--- config.mk ---
export PLATFORM = sky130hd
export DESIGN_NAME = bsg_profiler_sample_ctrl
export DESIGN_NICKNAME = d
export VERILOG_FILES = /design/src/rtl/bsg_profiler_sample_ctrl.sv
export SDC_FILE = /design/constraint.sdc
export NUM_CORES = 2
export LEC_CHECK = 0
export CAP_MARGIN = 25
export CELL_PAD_IN_SITES_DETAIL_PLACEMENT = 0
export CELL_PAD_IN_SITES_GLOBAL_PLACEMENT = 1
export CORE_ASPECT_RATIO = 1.25
export CORE_MARGIN = 2
export CORE_UTILIZATION = 45
export DETAILED_ROUTE_END_ITERATION = 8
export GPL_ROUTABILITY_DRIVEN = 0
export PLACE_DENSITY = 0.82
export RECOVER_POWER = 100
export SLEW_MARGIN = 5
export SYNTH_ARGS = -nofsm -noshare
export SYNTH_HDL_FRONTEND = slang
export SYNTH_SLANG_ARGS = --single-unit
--- constraint.sdc ---
create_clock -name clk_i -period 5.45 [get_ports clk_i]
set_input_delay 1.3625 -clock clk_i [delete_from_list [all_inputs] [get_ports clk_i]]
set_output_delay 1.3625 -clock clk_i [all_outputs]
set_load 0.05 [all_outputs]
--- src/rtl/bsg_profiler_sample_ctrl.sv ---
// Sampling controller for a bank of per-client event counters.
// Live counters accumulate countme strobes; on a snapshot event they are copied
// into shadow registers and restarted, and the shadow bank is then drained one
// word per handshake over a valid/ready port, tagged with a 16-bit epoch.
module bsg_profiler_sample_ctrl #(
  parameter int unsigned els_p           = 32,
  parameter int unsigned counter_width_p = 32,
  parameter int unsigned period_width_p  = 16,
  parameter int unsigned missed_width_p  = 8
) (
  input  logic                       clk_i,
  input  logic                       reset_n_i,
  input  logic                       en_i,
  input  logic                       clear_i,
  input  logic [period_width_p-1:0]  period_i,
  input  logic                       snap_req_i,
  input  logic [els_p-1:0]           countme_i,
  output logic                       v_o,
  output logic [$clog2(els_p)-1:0]   id_o,
  output logic [15:0]                epoch_o,
  output logic [counter_width_p-1:0] count_o,
  input  logic                       ready_i,
  output logic                       busy_o,
  output logic [missed_width_p-1:0]  missed_o
);

  localparam int unsigned IdW = $clog2(els_p);
  localparam logic [IdW-1:0] LastIdx = IdW'(els_p - 1);

  typedef enum logic [0:0] {StIdle, StDrain} state_e;

  state_e                     state_q, state_d;
  logic [IdW-1:0]             idx_q, idx_d;
  logic [period_width_p-1:0]  timer_q, timer_d;
  logic [15:0]                epoch_q, epoch_d;
  logic [15:0]                tag_q, tag_d;
  logic [missed_width_p-1:0]  missed_q, missed_d;
  logic [counter_width_p-1:0] live_q   [els_p];
  logic [counter_width_p-1:0] live_d   [els_p];
  logic [counter_width_p-1:0] shadow_q [els_p];
  logic [counter_width_p-1:0] shadow_d [els_p];

  logic period_evt;
  logic snap_evt;
  logic take;
  logic drop;

  // Period timer; a period lowered below the current count fires on the next edge.
  always_comb begin
    timer_d    = timer_q;
    period_evt = 1'b0;
    if (clear_i) begin
      timer_d = '0;
    end else if (en_i && (period_i != '0)) begin
      if (timer_q >= (period_i - 1'b1)) begin
        timer_d    = '0;
        period_evt = 1'b1;
      end else begin
        timer_d = timer_q + 1'b1;
      end
    end
  end

  // clear_i suppresses any snapshot event in the same cycle.
  assign snap_evt = (period_evt | snap_req_i) & ~clear_i;

  // FSM next state: take a snapshot in IDLE, drop snapshot events while draining.
  always_comb begin
    state_d = state_q;
    idx_d   = idx_q;
    take    = 1'b0;
    drop    = 1'b0;
    unique case (state_q)
      StIdle: begin
        if (snap_evt) begin
          take    = 1'b1;
          idx_d   = '0;
          state_d = StDrain;
        end
      end
      StDrain: begin
        drop = snap_evt;
        if (ready_i) begin
          if (idx_q == LastIdx) begin
            idx_d   = '0;
            state_d = StIdle;
          end else begin
            idx_d = idx_q + 1'b1;
          end
        end
      end
      default: state_d = StIdle;
    endcase
  end

  // Live/shadow counters: a strobe in the snapshot cycle seeds the new epoch.
  always_comb begin
    for (int k = 0; k < els_p; k++) begin
      live_d[k]   = live_q[k];
      shadow_d[k] = shadow_q[k];
      if (clear_i) begin
        live_d[k] = '0;
      end else if (take) begin
        shadow_d[k] = live_q[k];
        live_d[k]   = counter_width_p'(en_i & countme_i[k]);
      end else if (en_i && countme_i[k] && (live_q[k] != '1)) begin
        live_d[k] = live_q[k] + 1'b1;
      end
    end
  end

  // Epoch tagging and saturating missed-snapshot count.
  always_comb begin
    epoch_d  = epoch_q;
    tag_d    = tag_q;
    missed_d = missed_q;
    if (take) begin
      tag_d   = epoch_q;
      epoch_d = epoch_q + 16'd1;
    end
    if (clear_i) begin
      missed_d = '0;
    end else if (drop && (missed_q != '1)) begin
      missed_d = missed_q + 1'b1;
    end
  end

  // State registers.
  always_ff @(posedge clk_i or negedge reset_n_i) begin
    if (!reset_n_i) begin
      state_q  <= StIdle;
      idx_q    <= '0;
      timer_q  <= '0;
      epoch_q  <= '0;
      tag_q    <= '0;
      missed_q <= '0;
      for (int k = 0; k < els_p; k++) begin
        live_q[k]   <= '0;
        shadow_q[k] <= '0;
      end
    end else begin
      state_q  <= state_d;
      idx_q    <= idx_d;
      timer_q  <= timer_d;
      epoch_q  <= epoch_d;
      tag_q    <= tag_d;
      missed_q <= missed_d;
      for (int k = 0; k < els_p; k++) begin
        live_q[k]   <= live_d[k];
        shadow_q[k] <= shadow_d[k];
      end
    end
  end

  // Outputs come straight from registers so they hold steady under backpressure.
  always_comb begin
    v_o      = (state_q == StDrain);
    busy_o   = (state_q == StDrain);
    id_o     = idx_q;
    epoch_o  = tag_q;
    missed_o = missed_q;
    count_o  = v_o ? shadow_q[idx_q] : '0;
  end

endmodule

==> flow_summary.json <==
{
  "status": "finished, violations left",
  "violations": "max-capacitance violations, max-slew violations",
  "finClkSkew_ns": 0.0762,
  "utilization_pct": 50.5,
  "dp_hpwl_mm": 213,
  "grt_start_max_net_pins": 154,
  "clk_pin_slew_worst_paths_ns": 0.06,
  "finalCritPeriodShare_pct": 98.6,
  "pre_cts_slack_ns": -0.377,
  "vdd_ir_drop_max_mv": 0.323,
  "path_common_cell": "mux4_2",
  "ys.flop_type": "dfrtp_1",
  "viasPerCell": 5.79,
  "grtUsageTotal_pct": 25.0,
  "period_minus_slack_ns": 5.37,
  "swShare_pct": 25.2,
  "dieArea_sq_mm": 0.230,
  "p_int_mw": 25.8,
  "first_global_vias": 70349,
  "max_stage_delay_ns": 0.68,
  "ctsResizeCount": 0,
  "tightest_slew_ns": 2.50,
  "cp_data_arrival_time_ns": 4.01,
  "seqCellArea_sq_mm": 0.0528,
  "antenna_left": 0,
  "cp-end-kind": "primary output",
  "drv_cap": 17,
  "port_buffers": 116,
  "die_w_um": 429,
  "multi_input_area_sq_mm": 0.0460,
  "cts_tree": "done",
  "synth_edf_count": 0,
  "vias": 69873,
  "max-slew-margin-rel_pct": -66.6,
  "cts.sink_count": 2110,
  "worstPathRequired_ns": 4.09,
  "cts_max_path_buffers": 4,
  "ys_seq_elements": 2110,
  "initial_core_util_pct": 45.1,
  "grt_first_pass_wirelength_mm": 441,
  "power_density_mw_per_mm2": 303,
  "drt_iter0_markers": 5992,
  "critPathBufInv": 3,
  "fmaxAchievable_mhz": 186,
  "leakage_nw": 51.0,
  "finalWirelength_mm": 289,
  "coreArea_sq_mm": 0.225,
  "avgSynthCellArea_sq_um": 11.7,
  "ys_warn_count": 0,
  "nFillCells": 19329,
  "syn2layout_area_growth_pct": 11.8,
  "drtPass1Iterations": 8,
  "final_nets": 9036,
  "cp_max_fo": 46,
  "grt-ovfl-total": 0,
  "power_frac_seq_pct": 46.8,
  "hold_path.class": "reg2reg",
  "crit_type": "reg2out",
  "routedWlPerCell_um": 23.9,
  "clockRootBuffer": "clkbuf_16",
  "hold_viol_final": 0,
  "pin_count": 117,
  "clkPwrFrac_pct": 43.8,
  "tns_ns": 0,
  "cts_inserted_buffers": 212,
  "postSynthCellCount": 8672,
  "ys_seq_area_share_pct": 51.9,
  "drive_gt1_share_pct": 16.0,
  "synth-async-reset-ratio_pct": 100,
  "power_switching_mw": 8.70,
  "insertion_delay_ns": 0.88,
  "ctsHoldBuffers": 0,
  "rows": 195,
  "cts-htree-levels": 4,
  "worstSetupStartpointType": "flop",
  "final_cell_mix": "dfrtp_1, nor2_1, xor2_1",
  "drc": 0,
  "worst_path_max_delay_cell": "mux4_2",
  "slew_violations": 1342,
  "setup_viol": 0,
  "crit_family": "multiplexers",
  "ys_types": 84,
  "grt_setup_unrepaired": "false",
  "die_h_um": 535,
  "synth_nets": 8780,
  "final_common_cell": "dfrtp_1",
  "comb_power_share_pct": 9.3,
  "crit_chain": "buf_16 -> buf_12 -> mux4_2 -> mux4_2 -> mux2i_1 -> nor2b_1 -> buf_4",
  "synth_area_sq_mm": 0.102,
  "cts_setup_buffers": 0,
  "whs_ns": 0.469,
  "antenna_found_initial": 38,
  "timing.final.ws_setup_ns": 0.0776
}
==> power groups by stage <==
| stage | Clock [mW] | Combinational (mW) | Sequential [mW] |
|---|---|---|---|
| after floorplan | 0 | 1.96 | 16.3 |
| after global placement | 0 | 3.29 | 16.4 |
| after detailed placement | 0 | 3.34 | 16.4 |
| after CTS | 15.3 | 3.34 | 16.1 |
| after global routing | 16.0 | 3.40 | 16.2 |
| final | 15.1 | 3.22 | 16.1 |
==> per-layer routing <==
metal,track usage (%),vias up,wire (um)
met2,41.6,2015,141000
met5,0,-,122
li1,-,31037,-
met4,12.9,16,16800
met1,31.8,36211,116000
met3,3.59,594,15600
==> metrics by stage <==
stage	instance area (sq um)	cells	power (mW)
after floorplan	102000	8672	18.2
after global placement	108000	11664	19.7
after detailed placement	108000	11664	19.8
after CTS	115000	12044	34.8
after global routing	114000	12053	35.5
final	114000	12063	34.5
==> cell usage after synthesis (13+ instances only) <==
cell	number	area [sq um]
or4_1	20	150
o22ai_1	13	81.3
a31oi_1	16	100
mux2i_1	47	470
or3_1	26	163
or2_2	23	144
nand4_1	290	1810
o21ai_0	162	811
o21ai_1	43	215
a21oi_1	51	255
nor4_1	77	482
clkbuf_1	170	638
and4_1	116	1020
xnor2_1	440	3850
nand2b_1	16	100
dfrtp_1	2110	52800
ha_1	54	676
buf_2	102	510
nor4b_1	14	123
buf_8	41	616
xor2_1	549	4810
nor3b_1	17	128
mux2_1	489	5510
buf_1	32	120
and2_1	64	400
nor2_1	1323	4970
mux4_2	320	7210
and3_1	157	982
inv_1	124	465
nor3_1	161	806
nand2_1	488	1830
nor2b_1	48	300
mux2_2	475	5350
buf_4	46	345
nand3_1	396	1980
==> logic make-up after synthesis <==
group | count (synthesis) | share of synthesized area, %
xor gates and xnor gates | 989 | 8.52
DFF | 2110 | 51.9
and+or+nand+nor | 3263 | 15.4
muxes | 1331 | 18.2
adders and majority gates | 54 | 0.665
AOI/OAI and AO/OA | 395 | 2.39
buffers and inverters | 530 | 2.85
==> state kept, by name, summed over array words and instances, names as in the netlist <==
register and count:
id_o 5, epoch_q 16, live_q 1024, busy_o 1
missed_o 8, epoch_o 16, timer_q 16, shadow_q 1024
==> path summary, 6_finish.rpt <==
path	start	slack [ns]	end	cells after the start
max	id_o[0]	0.08	count_o[22]	7
min	epoch_q[15]	0.47	epoch_q[15]	1
max reg2reg	timer_q[0]	1.59	shadow_q[113]	11
min reg2reg	epoch_q[15]	0.47	epoch_q[15]	1
max in group asynchronous	reset_n_i	0.66	live_q[519]	3
min in group asynchronous	reset_n_i	1.18	live_q[431]	1
==> final cells by class <==
class                      count  share of cell area, %
sequential                  2110                   46.5
multi-input combinational   6032                   40.5
clock buffer                 310                   5.53
tap                         2955                   3.25
timing repair buffer         448                   3.10
clock inverter                70                  0.754
inverter                     124                  0.409
antenna                       14                 0.0308
==> worst reg2reg max path, cell delays in order, from the launching register on <==
cell and delay, ns:
dfrtp_1 0.43, inv_1 0.07, ha_1 0.26, nand2b_1 0.14
a2111o_1 0.41, a211oi_1 0.48, o21ai_0 0.30, a21oi_4 0.26
or3_4 0.25, buf_12 0.22, clkbuf_1 0.50, mux2_2 0.40
No activity file was read; power rests on OpenSTA's default activity.
